[config.mk]
export PLATFORM = sky130hd
export DESIGN_NAME = register_file
export DESIGN_NICKNAME = d
export VERILOG_FILES = /design/src/rtl/register_file.sv
export SDC_FILE = /design/constraint.sdc
export NUM_CORES = 1
export LEC_CHECK = 0
export CAP_MARGIN = 20
export CELL_PAD_IN_SITES_DETAIL_PLACEMENT = 1
export CELL_PAD_IN_SITES_GLOBAL_PLACEMENT = 1
export CORE_MARGIN = 2
export CORE_UTILIZATION = 30
export CTS_CLUSTER_SIZE = 20
export DETAILED_ROUTE_END_ITERATION = 10
export DONT_BUFFER_PORTS = 1
export PLACE_DENSITY_LB_ADDON = 0.1
export SETUP_SLACK_MARGIN = 0.02
export SKIP_CTS_REPAIR_TIMING = 1
export SLEW_MARGIN = 20
export SYNTH_ARGS = -nofsm -noshare
export SYNTH_HDL_FRONTEND = slang
export SYNTH_SLANG_ARGS = --single-unit
export TNS_END_PERCENT = 5
[constraint.sdc]
create_clock -name clk -period 1.6 [get_ports clk]
set_input_delay 0.24 -clock clk [delete_from_list [all_inputs] [get_ports clk]]
set_output_delay 0.24 -clock clk [all_outputs]
set_load 0.01 [all_outputs]
[src/rtl/register_file.sv]
`default_nettype none
// ============================================================================
//  Module   : register_file
//  Purpose  : WIDTH x DEPTH register file with one write port, two registered
//             read ports (1-cycle latency) and a one-entry-per-cycle clear
//             sweep. Writes that cannot be performed are reported on wr_drop.
//  Revision : 1.0  initial release
// ----------------------------------------------------------------------------
//  Ports
//    clk        in   1      clock, rising edge
//    rst_n      in   1      asynchronous active-low reset
//    wr_en      in   1      write request
//    wr_addr    in   AW     write index
//    wr_data    in   WIDTH  write data
//    rd_addr_a  in   AW     read index, port A
//    rd_addr_b  in   AW     read index, port B
//    rd_data_a  out  WIDTH  registered read data, port A
//    rd_data_b  out  WIDTH  registered read data, port B
//    clr        in   1      clear request pulse
//    busy       out  1      clear sweep in progress
//    wr_drop    out  1      pulse: write of the previous cycle was discarded
// ----------------------------------------------------------------------------
//  Build option
//    REGISTER_FILE_BYPASS_EN  when defined, a read whose address matches a
//                             write accepted at the same edge returns the new
//                             write data instead of the old entry contents.
// ============================================================================
module register_file #(
    parameter  int WIDTH = 8,
    parameter  int DEPTH = 8,
    localparam int AW    = $clog2(DEPTH)
) (
    input  logic             clk,
    input  logic             rst_n,
    input  logic             wr_en,
    input  logic [AW-1:0]    wr_addr,
    input  logic [WIDTH-1:0] wr_data,
    input  logic [AW-1:0]    rd_addr_a,
    input  logic [AW-1:0]    rd_addr_b,
    output logic [WIDTH-1:0] rd_data_a,
    output logic [WIDTH-1:0] rd_data_b,
    input  logic             clr,
    output logic             busy,
    output logic             wr_drop
);

    // One extra bit so DEPTH itself is representable for range checks.
    localparam logic [AW:0]   c_depth    = (AW+1)'(DEPTH);
    localparam logic [AW-1:0] c_last_idx = AW'(DEPTH - 1);

    typedef enum logic [0:0] {
        ST_IDLE  = 1'b0,
        ST_CLEAR = 1'b1
    } state_t;

    state_t           state_q, state_d;
    logic [AW-1:0]    cnt_q, cnt_d;
    logic [WIDTH-1:0] mem_q [DEPTH];
    logic [WIDTH-1:0] mem_d [DEPTH];
    logic [WIDTH-1:0] rd_data_a_q, rd_data_a_d;
    logic [WIDTH-1:0] rd_data_b_q, rd_data_b_d;
    logic             wr_drop_q;

    logic w_busy;
    logic w_wr_in_range;
    logic w_wr_accept;
    logic w_wr_drop;
    logic w_clr_start;
    logic w_rd_a_in_range;
    logic w_rd_b_in_range;

    assign w_busy          = (state_q == ST_CLEAR);
    assign w_wr_in_range   = ({1'b0, wr_addr} < c_depth);
    // A clear request takes priority over a same-cycle write.
    assign w_wr_accept     = wr_en & ~w_busy & ~clr & w_wr_in_range;
    assign w_wr_drop       = wr_en & ~w_wr_accept;
    // clr during an active sweep is ignored; the sweep is never restarted.
    assign w_clr_start     = clr & ~w_busy;
    assign w_rd_a_in_range = ({1'b0, rd_addr_a} < c_depth);
    assign w_rd_b_in_range = ({1'b0, rd_addr_b} < c_depth);

    // ------------------------------------------------------------------------
    // Clear-sweep controller
    // ------------------------------------------------------------------------
    always_ff @(posedge clk or negedge rst_n) begin
        if (!rst_n) begin
            state_q <= ST_IDLE;
            cnt_q   <= '0;
        end else begin
            state_q <= state_d;
            cnt_q   <= cnt_d;
        end
    end

    always_comb begin
        state_d = state_q;
        cnt_d   = cnt_q;
        case (state_q)
            ST_IDLE: begin
                if (w_clr_start) begin
                    state_d = ST_CLEAR;
                    cnt_d   = '0;
                end
            end
            ST_CLEAR: begin
                if (cnt_q == c_last_idx) begin
                    state_d = ST_IDLE;
                    cnt_d   = '0;
                end else begin
                    cnt_d = cnt_q + 1'b1;
                end
            end
            default: begin
                state_d = ST_IDLE;
                cnt_d   = '0;
            end
        endcase
    end

    // ------------------------------------------------------------------------
    // Storage. The sweep and an accepted write are mutually exclusive because
    // writes are only accepted while not busy.
    // ------------------------------------------------------------------------
    always_comb begin
        mem_d = mem_q;
        if (w_busy) begin
            mem_d[cnt_q] = '0;
        end else if (w_wr_accept) begin
            mem_d[wr_addr] = wr_data;
        end
    end

    always_ff @(posedge clk or negedge rst_n) begin
        if (!rst_n) begin
            for (int i = 0; i < DEPTH; i++) begin
                mem_q[i] <= '0;
            end
        end else begin
            mem_q <= mem_d;
        end
    end

    // ------------------------------------------------------------------------
    // Read ports. Out-of-range indices (possible when DEPTH is not a power of
    // two) return zero rather than touching a non-existent entry.
    // ------------------------------------------------------------------------
    always_comb begin
        rd_data_a_d = '0;
        rd_data_b_d = '0;
        if (w_rd_a_in_range) begin
            rd_data_a_d = mem_q[rd_addr_a];
`ifdef REGISTER_FILE_BYPASS_EN
            if (w_wr_accept && (wr_addr == rd_addr_a)) begin
                rd_data_a_d = wr_data;
            end
`endif
        end
        if (w_rd_b_in_range) begin
            rd_data_b_d = mem_q[rd_addr_b];
`ifdef REGISTER_FILE_BYPASS_EN
            if (w_wr_accept && (wr_addr == rd_addr_b)) begin
                rd_data_b_d = wr_data;
            end
`endif
        end
    end

    always_ff @(posedge clk or negedge rst_n) begin
        if (!rst_n) begin
            rd_data_a_q <= '0;
            rd_data_b_q <= '0;
            wr_drop_q   <= 1'b0;
        end else begin
            rd_data_a_q <= rd_data_a_d;
            rd_data_b_q <= rd_data_b_d;
            wr_drop_q   <= w_wr_drop;
        end
    end

    assign rd_data_a = rd_data_a_q;
    assign rd_data_b = rd_data_b_q;
    assign busy      = w_busy;
    assign wr_drop   = wr_drop_q;

endmodule
`default_nettype wire

==> impl_metrics.toml, run 1 <==
[clock_tree]
clock_path_buffers = 2
ctsHtreeMaxLevel = 3
clk_pin_slew_ps = 70
clock-sinks = 85
cts-root-buf = "clkbuf_16"
cts_tree = "built"
cts_inserted_buffers = 9
insertion_delay_ps = 350

[sta]
hold_viol = 86
period_share_pct = 92.7
fmax_ghz = 0.674
period_minus_slack_ps = 1480
skew_ps = 7.60
tightestPinTransition_ps = 415
whs_ps = -415
finalSetupTns_ps = 0
slew_headroom_pct = 72.4
setup_viol = 0
rsz0062_at_grt = "false"
drv_slew = 0

[worst_setup_path]
startpoint = "cnt_q[0]"
endpoint_kind = "flip-flop"
r2r_end = "mem_q[56]"
worst-r2r-setup-slack_ps = 120
crit_chain = "or4b_1, nand2_1, mux2i_1"
critical_path.endpoint = "mem_q[56]"
critical_path.max_stage_delay_ps = 750
worst_ep_required_time_ps = 1820
reg2regPathDepth = 3
path_class = "reg2reg"
cp-start-kind = "flip-flop"
path_max_fanout = 8
crit_path_top_delay_cell = "or4b_1"
r2r-start = "cnt_q[0]"
arrival_ps = 1700

[synthesis]
synth_seq_cells = 85
synth_area_um2 = 4470
synth_nets = 352
netlist_instances = 328
ys_warn_count = 0
synth_seq_area_share_pct = 47.5
synth_area_per_cell_um2 = 13.6
yosys.cell_types.count = 31

[route]
viasPerCell = 5.25
drc = 0
ant_nets = 0
drt_iter0_markers = 85
dr.pass1.iters = 4
drt_wl_total_um = 12700
routedWlPerCell_um = 24.0
vias = 2775

[placed_design]
place_hpwl_um = 8290
numPortBuffers = 0
place_area_um2 = 4780
globalplace.congestion = 0.733

[grt]
grt.total_usage_pct = 16.7
grt_max_degree = 86
grt_pass1_vias = 3031
grt_pass1_wl_um = 19200
antenna_found_initial = 0
overflow = 0

[floorplanning]
core-area_um2 = 14500
die_h_um = 126
die-width_um = 126
die_area_um2 = 15900
num_rows = 44
start_util_pct = 30.8
ioPinCount = 39

[power_and_ir_drop]
p_per_area_nw_per_um2 = 1520
clkPwrFrac_pct = 27.4
p_switching_mw = 2.46
sw_frac_of_total_pct = 31.9
seqPwrFrac_pct = 44.7
leakage_nw = 2.67
comb_power_share_pct = 27.9
worst_ir_drop_vdd_uv = 549
p_int_mw = 5.26

[final_layout]
areaGrowthSynthToFinish_pct = 13.7
drive_gt1_share_pct = 15.9
n_antenna_cell = 0
nets = 364
seq_area_um2 = 2130
final_area_um2 = 5090
multiInputGateArea_um2 = 2160
fill_cells = 1536

[outcome]
violations = "hold timing"
status = "complete, but fails checks"

[min_path]
hp-class = "in2async"

[job]
cap_violations = 0
-- per-stage QoR --
stage                     hold slack [ps]  worst slack, ps  util [%]  total power, mW  std cells
after floorplan                     -55.6             98.9         -             4.85        328
after global placement              -51.5              122      32.9             5.60        511
after detailed placement            -52.5             99.7      32.9             5.69        511
after CTS                            -429             92.1      34.9             7.84        527
after global routing                 -431             37.5      35.0             8.21        529
final                                -415              117      35.0             7.72        529
-- worst min-delay path by stage --
stage,endpoint,slack [ps],cells past startpoint
5_1_grt,mem_q[9],-430,0
3_3_place_gp,mem_q[9],-50,0
4_1_cts,mem_q[10],-430,0
6_report,mem_q[9],-410,0
3_5_place_dp,mem_q[41],-50,0
2_1_floorplan,busy,-60,0
-- placed cells by master (no fill, tap or decap), drive strengths merged, types with 2 or more instances in the layout --
| cell type | n |
|---|---|
| nand2 | 72 |
| mux2i | 65 |
| and4 | 2 |
| mux2 | 16 |
| buf | 21 |
| nor3b | 2 |
| nand4bb | 3 |
| nand3 | 2 |
| dlygate4sd3 | 2 |
| nand4b | 3 |
| clkbuf | 15 |
| dfrtp | 85 |
| ha | 3 |
| mux4 | 32 |
| nor2 | 2 |
| o21ai | 2 |
| inv | 10 |
-- kinds of logic after synthesis --
kind of cell             synth area share (%)
buffers and inverters                    4.08
multiplexers                             37.2
flip-flops                               47.5
AO/OA/AOI/OAI                           0.587
AND/OR/NAND/NOR                          9.76
adder cells (fa/ha/maj)                 0.839
-- cells in the mapped netlist --
master	count	area, µm²
and3b_1	1	8.76
and4_1	2	17.5
buf_1	4	15.0
buf_12	2	40.0
buf_2	2	10.0
buf_4	3	22.5
buf_6	2	22.5
clkbuf_1	8	30.0
clkbuf_2	1	5.00
dfrtp_1	85	2130
ha_1	3	37.5
inv_1	10	37.5
mux2_2	16	180
mux2i_1	65	651
mux4_1	30	788
mux4_2	2	45.0
nand2_1	70	263
nand2_2	2	12.5
nand2b_1	1	6.26
nand3_2	2	20.0
nand4_1	1	6.26
nand4b_1	3	26.3
nand4bb_1	3	33.8
nor2_1	2	7.51
nor3_1	1	5.00
nor3b_1	1	7.51
nor3b_2	1	12.5
o21a_1	1	7.51
o21ai_0	2	10.0
o32ai_1	1	8.76
or4b_1	1	10.0
-- power groups by stage --
stage	Sequential, mW	Clock [mW]	Combinational [mW]
after floorplan	3.31	0	1.55
after global placement	3.47	0	2.13
after detailed placement	3.50	0	2.20
after CTS	3.46	2.17	2.21
after global routing	3.55	2.25	2.41
final	3.45	2.12	2.15
-- worst max-delay path, delay by kind of cell, from the launching register on --
kind | cells | cell delay [ps]
AND/OR/NAND/NOR | 2 | 910
flip-flops | 1 | 370
multiplexers | 1 | 80
-- metal layers --
metal / vias up / global-route usage, % / routed length, µm / share of wire (%)
li1: 1237 / - / - / -
met1: 1468 / 20.8 / 5690 / 45
met2: 55 / 28.7 / 6380 / 50
met3: 15 / 3.78 / 428 / 3.4
met4: 0 / 5.75 / 200 / 1.6
met5: - / 0 / 0 / 0
-- sequential cells by signal, indices dropped and copies added (netlist names) --
name,cells
mem_q,64
wr_drop,1
rd_data_b,8
cnt_q,3
busy,1
rd_data_a,8
-- final cells by class --
cell class | count | area share (%)
Clock inverter | 1 | 0.590
Multi-Input combinational cell | 211 | 42.5
Sequential cell | 85 | 41.8
Inverter | 10 | 0.738
Timing Repair Buffer | 23 | 4.72
Tap cell | 184 | 4.53
Clock buffer | 15 | 5.07
(Power assumes the default switching activity.)
==> run 2, diff against run 1 <==
- clock period: 1.6 -> 1.4 ns (I/O delays scaled with it)
==> run 2 against run 1 <==
  * The flow still finishes with violations (hold timing)
  * Wire length decreased by 0.56%
  * Combinational power rose by 16%
  * Die area unchanged
  * Worst setup slack lost 110 ps
  * Critical path type unchanged
==> impl_metrics.toml, run 2 (synthesized netlist as in run 1, its figures left out) <==
[clock_tree]
cts_inserted_buffers = 9
ctsHtreeMaxLevel = 3
clk_pin_slew_ps = 60
clock_path_buffers = 2
cts_tree = "built"
clock-sinks = 85
insertion_delay_ps = 340
cts-root-buf = "clkbuf_16"

[worst_setup_path]
endpoint_kind = "flip-flop"
cp-start-kind = "flip-flop"
worst_ep_required_time_ps = 1650
startpoint = "busy"
path_max_fanout = 8
arrival_ps = 1640
r2r-start = "busy"
path_class = "reg2reg"

[power_and_ir_drop]
p_switching_mw = 2.80
p_int_mw = 5.92
worst_ir_drop_vdd_uv = 1150
leakage_nw = 2.71
clkPwrFrac_pct = 26.0
comb_power_share_pct = 28.6
seqPwrFrac_pct = 45.4
p_per_area_nw_per_um2 = 1690
sw_frac_of_total_pct = 32.1

[final_layout]
fill_cells = 1557
drive_gt1_share_pct = 18.4
nets = 367
top_register = "mem_q"
areaGrowthSynthToFinish_pct = 15.5
final_util_pct = 35.6
final_cell_mix = "dfrtp_1 (84), nand2_1 (70), mux2i_1 (63), mux4_1 (30), mux2_2 (16)"
largest_reg_flops = 64
n_antenna_cell = 0
layout_commonest_cell = "dfrtp_1"
fin_cells = 532

[route]
drc = 0
dr.pass1.iters = 4
drt_iter0_markers = 106
vias = 2763
ant_nets = 0
drt_wl_total_um = 12600
routedWlPerCell_um = 23.7
viasPerCell = 5.19

[sta]
slew_headroom_pct = 79.2
finalSetupTns_ps = 0
period_share_pct = 99.4
skew_ps = 5.47
period_minus_slack_ps = 1390
drv_slew = 0
setup_viol = 0
tightestPinTransition_ps = 312
rsz0062_at_grt = "true"
whs_ps = -436
fmax_ghz = 0.719
hold_viol = 85

[floorplanning]
start_util_pct = 30.8
die-width_um = 126
core-area_um2 = 14500
die_h_um = 126
die_area_um2 = 15900
num_rows = 44
ioPinCount = 39

[placed_design]
globalplace.congestion = 0.712
placedCellCount = 514
place_hpwl_um = 8020
numPortBuffers = 0

[min_path]
hp-class = "in2async"

[job]
cap_violations = 0

[grt]
grt_max_degree = 86
grt_pass1_wl_um = 19500
grt.total_usage_pct = 16.9
grt_pass1_vias = 3035
antenna_found_initial = 0
overflow = 0

[outcome]
violations = "hold timing"
status = "complete, but fails checks"
run 2: worst max-delay path, cell delays in order (launching register included):
cell,delay [ps]
dfrtp_2,450
and3b_1,240
and4_4,220
buf_12,150
mux2i_1,240
run 2: final cells by class:
type	instances	area [µm²]	share of cell area (%)
Tap cell	184	230	4.45
Timing Repair Buffer	26	317	6.12
Multi-Input combinational cell	211	2180	42.2
Sequential cell	85	2130	41.2
Inverter	10	37.5	0.726
Clock buffer	15	268	5.18
Clock inverter	1	5.00	0.0968
run 2: power groups by stage:
stage,Clock (mW),Sequential [mW],Combinational [mW]
after global routing,2.43,4.10,2.79
after CTS,2.33,3.97,2.52
final,2.27,3.96,2.50
after detailed placement,0,4.02,2.50
after global placement,0,3.97,2.44
after floorplan,0,3.78,1.78
run 2: per-stage QoR:
stage | setup slack, ps | area, µm² | hold WS (ps) | power [mW]
6_report | 8.68 | 5170 | -436 | 8.72
2_1_floorplan | -49.0 | 4480 | -85.6 | 5.57
5_1_grt | -33.1 | 5170 | -452 | 9.33
4_1_cts | -2.49 | 5120 | -449 | 8.82
3_5_place_dp | 20.2 | 4850 | -80.6 | 6.52
3_3_place_gp | 70.6 | 4850 | -81.0 | 6.41
run 2: layer usage:
layer,vias up,global-route usage [%],wire [µm]
li1,1240,-,-
met5,-,0,0
met1,1467,23.8,6160
met2,42,26.7,5960
met3,14,3.02,342
met4,0,5.24,171
run 2: worst paths after layout:
path                                     end  slack (ps)  cells after the start
worst max-delay path                mem_q[0]           9                      4
max in group asynchronous       rd_data_b[3]        1690                      0
worst min register to register     mem_q[51]         540                      2
min in group clk                rd_data_b[1]          20                      1
worst max register to register      mem_q[0]           9                      4
worst min-delay path               mem_q[15]        -440                      0
